**src/rtl/axi_to_ndata_gearbox_if.sv**
```systemverilog
// Stream bundles used by axi_to_ndata_gearbox.
//
// axi4s_if : wide AXI4-Stream beat (tdata/tkeep/tlast/tvalid, tready back).
//            master drives the payload, slave returns tready.
// ndata_if : narrow ndata beat of NUM_ELEMENTS elements with per-element keep
//            (data/keep/last/valid, ready back). master drives the payload,
//            slave returns ready.

interface axi4s_if #(
    parameter int unsigned AXI_WIDTH = 512
) ();
    logic [AXI_WIDTH-1:0]   tdata;
    logic [AXI_WIDTH/8-1:0] tkeep;
    logic                   tlast;
    logic                   tvalid;
    logic                   tready;

    modport master (output tdata, output tkeep, output tlast, output tvalid, input tready);
    modport slave  (input tdata, input tkeep, input tlast, input tvalid, output tready);
endinterface

interface ndata_if #(
    parameter type         data_t       = logic [31:0],
    parameter int unsigned NUM_ELEMENTS = 8
) ();
    data_t [NUM_ELEMENTS-1:0] data;
    logic  [NUM_ELEMENTS-1:0] keep;
    logic                     last;
    logic                     valid;
    logic                     ready;

    modport master (output data, output keep, output last, output valid, input ready);
    modport slave  (input data, input keep, input last, input valid, output ready);
endinterface

```
**src/rtl/axi_to_ndata_gearbox.sv**
```systemverilog
// AXI4-Stream to ndata gearbox.
//
// Splits each wide AXI4S beat into RATIO narrower ndata beats of NUM_ELEMENTS
// elements. Element i of slice s is the low $bits(data_t) bits of slot
// s*NUM_ELEMENTS+i; its keep is the tkeep bit of the slot's lowest byte.
// With DROP_EMPTY=1 the trailing all-empty slices of a tlast beat are not
// emitted (an all-empty tlast beat still produces one keep=0, last=1 beat).
//
// Ports:
//   clk   : clock
//   rst_n : asynchronous active-low reset
//   in    : axi4s_if.slave  - wide input stream
//   out   : ndata_if.master - narrow output stream, driven from registers only

module axi_to_ndata_gearbox #(
    parameter type         data_t           = logic [31:0],
    parameter int unsigned NUM_ELEMENTS     = 8,
    parameter int unsigned AXI_WIDTH        = 512,
    parameter int unsigned NUM_AXI_ELEMENTS = AXI_WIDTH / $bits(data_t),
    parameter bit          DROP_EMPTY       = 1'b1
) (
    input  logic     clk,
    input  logic     rst_n,
    axi4s_if.slave   in,
    ndata_if.master  out
);

    localparam int unsigned DW         = $bits(data_t);
    localparam int unsigned SLOT_W     = AXI_WIDTH / NUM_AXI_ELEMENTS;
    localparam int unsigned SLOT_BYTES = SLOT_W / 8;
    localparam int unsigned RATIO      = NUM_AXI_ELEMENTS / NUM_ELEMENTS;
    localparam int unsigned SEL_W      = (RATIO > 1) ? $clog2(RATIO) : 1;

    if (AXI_WIDTH != SLOT_W * NUM_AXI_ELEMENTS) begin : g_chk_width
        $error("AXI_WIDTH must be a whole number of slots");
    end
    if (DW > SLOT_W) begin : g_chk_elem
        $error("data_t does not fit in one slot");
    end
    if (SLOT_W % 8 != 0) begin : g_chk_bytes
        $error("slot width must be a whole number of bytes");
    end
    if (NUM_AXI_ELEMENTS % NUM_ELEMENTS != 0) begin : g_chk_div
        $error("NUM_AXI_ELEMENTS must be a multiple of NUM_ELEMENTS");
    end
    if (RATIO < 1 || (RATIO & (RATIO - 1)) != 0) begin : g_chk_pow2
        $error("RATIO must be a power of two");
    end

    // Input beat viewed as [slice][element]
    data_t [RATIO-1:0][NUM_ELEMENTS-1:0] in_data;
    logic  [RATIO-1:0][NUM_ELEMENTS-1:0] in_keep;

    for (genvar s = 0; s < RATIO; s++) begin : g_slice
        for (genvar e = 0; e < NUM_ELEMENTS; e++) begin : g_elem
            assign in_data[s][e] = data_t'(in.tdata[(s*NUM_ELEMENTS+e)*SLOT_W +: DW]);
            assign in_keep[s][e] = in.tkeep[(s*NUM_ELEMENTS+e)*SLOT_BYTES];
        end
    end

    data_t [RATIO-1:0][NUM_ELEMENTS-1:0] hold_data;
    logic  [RATIO-1:0][NUM_ELEMENTS-1:0] hold_keep;
    logic                                hold_last;
    logic                                hold_valid;
    logic  [SEL_W-1:0]                   sel;
    logic  [SEL_W-1:0]                   last_slice;
    logic  [SEL_W-1:0]                   last_slice_d;
    logic                                final_slice;
    logic                                load;

    // Last slice to present for the incoming beat: highest slice with any
    // keep set on a tlast beat when dropping empties, otherwise the full beat.
    always_comb begin
        last_slice_d = '0;
        if (!in.tlast || !DROP_EMPTY) begin
            last_slice_d = SEL_W'(RATIO - 1);
        end else begin
            for (int unsigned s = 0; s < RATIO; s++) begin
                if (|in_keep[s]) begin
                    last_slice_d = SEL_W'(s);
                end
            end
        end
    end

    assign final_slice = (sel == last_slice);
    // The final slice's transfer frees the hold register in the same cycle,
    // so a new beat can be loaded without a bubble.
    assign in.tready   = !hold_valid || (out.ready && final_slice);
    assign load        = in.tvalid && in.tready;

    always_ff @(posedge clk or negedge rst_n) begin
        if (!rst_n) begin
            hold_data  <= '0;
            hold_keep  <= '0;
            hold_last  <= 1'b0;
            hold_valid <= 1'b0;
            sel        <= '0;
            last_slice <= '0;
        end else if (load) begin
            hold_data  <= in_data;
            hold_keep  <= in_keep;
            hold_last  <= in.tlast;
            hold_valid <= 1'b1;
            sel        <= '0;
            last_slice <= last_slice_d;
        end else if (hold_valid && out.ready) begin
            if (final_slice) begin
                hold_valid <= 1'b0;
                sel        <= '0;
            end else begin
                sel        <= sel + 1'b1;
            end
        end
    end

    always_comb begin
        out.valid = hold_valid;
        out.last  = hold_last && final_slice;
        out.data  = hold_data[sel];
        out.keep  = hold_keep[sel];
    end

endmodule
```
**src/flat_wrapper.sv**
```systemverilog
// flat-port wrapper written by rule: the top's interface ports become plain ports
module axi_to_ndata_gearbox_flat 
#(
    parameter type         data_t           = logic [31:0],
    parameter int unsigned NUM_ELEMENTS     = 8,
    parameter int unsigned AXI_WIDTH        = 512,
    parameter int unsigned NUM_AXI_ELEMENTS = AXI_WIDTH / $bits(data_t),
    parameter bit          DROP_EMPTY       = 1'b1
)
  (clk, rst_n, in_tdata, in_tkeep, in_tlast, in_tvalid, in_tready, out_data, out_keep, out_last, out_valid, out_ready);
  axi4s_if #(.AXI_WIDTH(AXI_WIDTH)) in_i ();
  ndata_if #(.data_t(data_t), .NUM_ELEMENTS(NUM_ELEMENTS)) out_i ();
  input  logic clk;
  input  logic rst_n;
  input wire logic [$bits(in_i.tdata)-1:0] in_tdata;
  input wire logic [$bits(in_i.tkeep)-1:0] in_tkeep;
  input wire logic [$bits(in_i.tlast)-1:0] in_tlast;
  input wire logic [$bits(in_i.tvalid)-1:0] in_tvalid;
  output wire logic [$bits(in_i.tready)-1:0] in_tready;
  output wire logic [$bits(out_i.data)-1:0] out_data;
  output wire logic [$bits(out_i.keep)-1:0] out_keep;
  output wire logic [$bits(out_i.last)-1:0] out_last;
  output wire logic [$bits(out_i.valid)-1:0] out_valid;
  input wire logic [$bits(out_i.ready)-1:0] out_ready;
  assign in_i.tdata = in_tdata;
  assign in_i.tkeep = in_tkeep;
  assign in_i.tlast = in_tlast;
  assign in_i.tvalid = in_tvalid;
  assign in_tready = in_i.tready;
  assign out_data = out_i.data;
  assign out_keep = out_i.keep;
  assign out_last = out_i.last;
  assign out_valid = out_i.valid;
  assign out_i.ready = out_ready;
  axi_to_ndata_gearbox #(.data_t(data_t), .NUM_ELEMENTS(NUM_ELEMENTS), .AXI_WIDTH(AXI_WIDTH), .NUM_AXI_ELEMENTS(NUM_AXI_ELEMENTS), .DROP_EMPTY(DROP_EMPTY)) u_core (.clk(clk), .rst_n(rst_n), .in(in_i), .out(out_i));
endmodule
```
**config.mk**
```make
export PLATFORM = sky130hd
export DESIGN_NAME = axi_to_ndata_gearbox_flat
export DESIGN_NICKNAME = d
export VERILOG_FILES = /design/src/rtl/axi_to_ndata_gearbox_if.sv /design/src/rtl/axi_to_ndata_gearbox.sv /design/src/flat_wrapper.sv
export SDC_FILE = /design/constraint.sdc
export NUM_CORES = 1
export LEC_CHECK = 0
export ABC_AREA = 1
export CAP_MARGIN = 25
export CORE_AREA = 4 4 330 332
export DETAILED_ROUTE_END_ITERATION = 7
export DIE_AREA = 0 0 334 336
export DONT_BUFFER_PORTS = 1
export PLACE_DENSITY_LB_ADDON = 0.1
export SETUP_SLACK_MARGIN = 0.05
export SYNTH_ARGS = -nofsm -noshare
export SYNTH_HDL_FRONTEND = slang
export SYNTH_SLANG_ARGS = --single-unit
```
**constraint.sdc**
```tcl
create_clock -name clk -period 2.75 [get_ports clk]
set_input_delay 0.55 -clock clk [delete_from_list [all_inputs] [get_ports clk]]
set_output_delay 0.55 -clock clk [all_outputs]
set_load 0.1 [all_outputs]
```
==> results.md <==
* Worst min path class: in2async
* Vias/cell at 4.159
* Min cycle time layout at 2.636 ns
* Routed len/inst at 19.26 um
* Setup WS pre-CTS at 0.2764 ns
* Synth area leader: dfrtp_1
* Commonest cells after routing, fill and taps aside: 2362 x nand2_1, 531 x dfrtp_1, 318 x dlygate4sd3_1
* Cts bufs inserted at 70
* Initial core utilization at 21.92%
* Max-slew violations at 0
* Sink Count at 532
* Pre-Repair DR Iteration Count at 5
* Most common cell after layout, fill and taps aside: nand2_1
* Flip-flop and latch count after synthesis at 532
* RSZ-0062 raised after global routing: yes
* Crit Path Max Fanout at 20
* Mapped cell area at 0.02330 sq mm
* CP required at 2.20 ns
* Clock Latency Late Sink at 0.62 ns
* CTS Hold Bufs at 318
* Number of cells on the worst reg-to-reg path at 9
* Longest Clk Path Bufs at 3
* Synth top area share at 57.15%
* Adder-cell share of the synthesized area at 0.05371%
* Tot GR Track Use at 16.84%
* First-pass GRT wire length at 143100 um
* Layout cells sized above 1 at 12.05%
* Syn nets at 3690
* Antenna violations before repair at 15
* Post-Synth Simple-Gate Area at 38.46%
* Max Cap Violations at 0
* Setup violators final at 0
* Mux cell area share after synthesis at 0%
* Fin crit share at 95.87%
* Number of DRC markers in iteration 0 at 1302
* Worst path depth at 6
* Final-layout fill cell count at 11121
* Reg2reg start: u_core.sel
* I/O Pins at 848
* Crit path capture: out_data[129]
* DIE AREA at 0.1122 sq mm
* FF-to-FF setup slack at 0.14 ns
* Critical Path Start: u_core.sel
* R2r endpoint: u_core.hold_data[80]
* Crit path max-delay family: buffers and inverters
* Final hold violation count at 532
* Ys Warns at 0
* Crit-path cells: buf_12 -> inv_16 -> buf_16 -> nand2_2 -> nand2_2 -> buf_12
* Xor and xnor fraction of the mapped netlist area at 0%
* Depth of the CTS H-tree at 3
* CP max-delay cell: dfrtp_4
* Worst-Margin Slew at 1.038 ns
* Fmax at 0.3793 GHz
* Placer congestion estimate at 0.8264
* IO buf count at 0
* Dominant cells by area after synthesis: dfrtp_1 57%, nand2_1 38%, buf_2 1.8%, buf_4 1.3%, clkbuf_1 0.69%
* Cell variety after synth at 16
* Routed wire length at 98470 um
* Via Count at 21265
* DR DRC count at 0
* Slew margin rel. at 30.80%
* P&R area growth vs syn at 54.66%
* DIE WIDTH at 334 um
* Detailed placement HPWL at 64250 um
* Final WS setup at 0.1137 ns
* Routed Antenna Nets at 0
* CP Capture Type: primary output
* Mapped Avg Cell Area at 7.496 sq um
* Placeable Area at 0.1063 sq mm
* Critical path's largest stage delay at 0.48 ns
* GRT overflow at 0
* Largest family of logic cells by synthesized area: simple AND/OR/NAND/NOR gates
* Finished Core Util at 33.89%
* DIE HEIGHT at 336 um
* Net count, final at 4226
* Reg clk slew, reported paths at 0.05 ns
* WP data arrival at 2.09 ns
* Final hold slack at -0.3598 ns
* Outcome: finished with violations
* Clk root buf: clkbuf_16
* Failing checks: negative hold slack
* TritonCTS clock tree: done
* Setup CP Type: reg2out
* Buf/Inv on CP at 4
* Register area share after synthesis at 57.15%
* Vias in the first global route at 22105
* Post-synthesis compound-gate area fraction at 0.1934%
* Setup_tns at 0 ns
* Largest net degree at the start of global routing at 533
* Synthesized instance count at 3108
* Worst Setup Start Kind: register
* Final Skew at 0.02950 ns
* Rows at 120
## worst reg2reg max path, delay by kind of cell (launching register included)
kind / cells / cell delay (ns)
adders and majority gates: 1 / 0.32
buffers and inverters: 3 / 0.69
DFF: 1 / 0.42
and+or+nand+nor: 5 / 1.09
## timing repair
action / CTS / global route
gates cloned: 10 / 3
pin swaps: 3 / 0
resized for setup: 55 / 11
endpoints found under the hold margin: 850 / 532
endpoints found under the setup margin: 232 / 134
setup buffers: 6 / 1
## per-stage QoR
stage | hold WS, ns | cell area, sq um | cells
6_report | -0.3598 | 36030 | 5113
5_1_grt | -0.4186 | 36020 | 5109
4_1_cts | -0.4272 | 35850 | 5092
3_5_place_dp | 0.2763 | 29860 | 4637
3_3_place_gp | 0.2734 | 29860 | 4637
2_1_floorplan | 0.2544 | 23300 | 3108
## worst min-delay path by stage
stage | startpoint | cells after the start | end | slack, ns
finish | rst_n | 0 | u_core.hold_data[342] | -0.36
global route | rst_n | 0 | u_core.hold_data[81] | -0.42
CTS | rst_n | 0 | u_core.hold_data[102] | -0.43
detailed placement | rst_n | 0 | u_core.hold_data[342] | 0.28
global placement | rst_n | 0 | u_core.hold_data[342] | 0.27
floorplan | rst_n | 0 | u_core.hold_data[0] | 0.25
## synthesized netlist by cell type
cell type / number
buf_4: 41
clkbuf_1: 43
nor2_1: 6
inv_4: 1
nand3_1: 1
o21ai_0: 7
dfrtp_1: 532
buf_1: 5
inv_1: 6
nand2_1: 2375
nand2_2: 1
buf_6: 3
nand2_4: 1
ha_1: 1
buf_2: 83
a21oi_1: 2
## state kept, by name (all words and copies together) (netlist names)
name	count
u_core.hold_keep	16
u_core.last_slice	1
u_core.hold_last	1
u_core.out.valid	1
u_core.hold_data	512
u_core.sel	1
## kinds of logic (layout without fill, tap and decap cells)
| kind of cell | Yosys count | after routing |
|---|---|---|
| other | 0 | 17 |
| AND/OR/NAND/NOR | 2384 | 2384 |
| AO/OA/AOI/OAI | 9 | 9 |
| flip-flops | 532 | 532 |
| buffers and inverters | 182 | 767 |
| adder cells (fa/ha/maj) | 1 | 1 |
## area by class of cell
class	instances	area [sq um]	area share, %
Sequential cell	532	13320	36.96
Timing Repair Buffer	637	9453	26.24
Multi-Input combinational cell	2394	9086	25.22
Clock buffer	104	2051	5.692
Tap cell	1403	1755	4.872
Clock inverter	17	215.2	0.5973
Inverter	7	68.82	0.1910
Antenna cell	17	42.54	0.1181
Timing Repair inverter	2	41.29	0.1146
## metal layers
metal / global-route usage (%) / part of all wire, % / vias up
li1: - / - / 10374
met1: 20.76 / 41 / 10108
met2: 27.72 / 48 / 655
met3: 4.916 / 7.1 / 128
met4: 6.872 / 3.3 / 0
met5: 0 / 0 / -
Power is not shown: default switching activity piles up to over one toggle a cycle in this logic, so the estimate is an artifact.
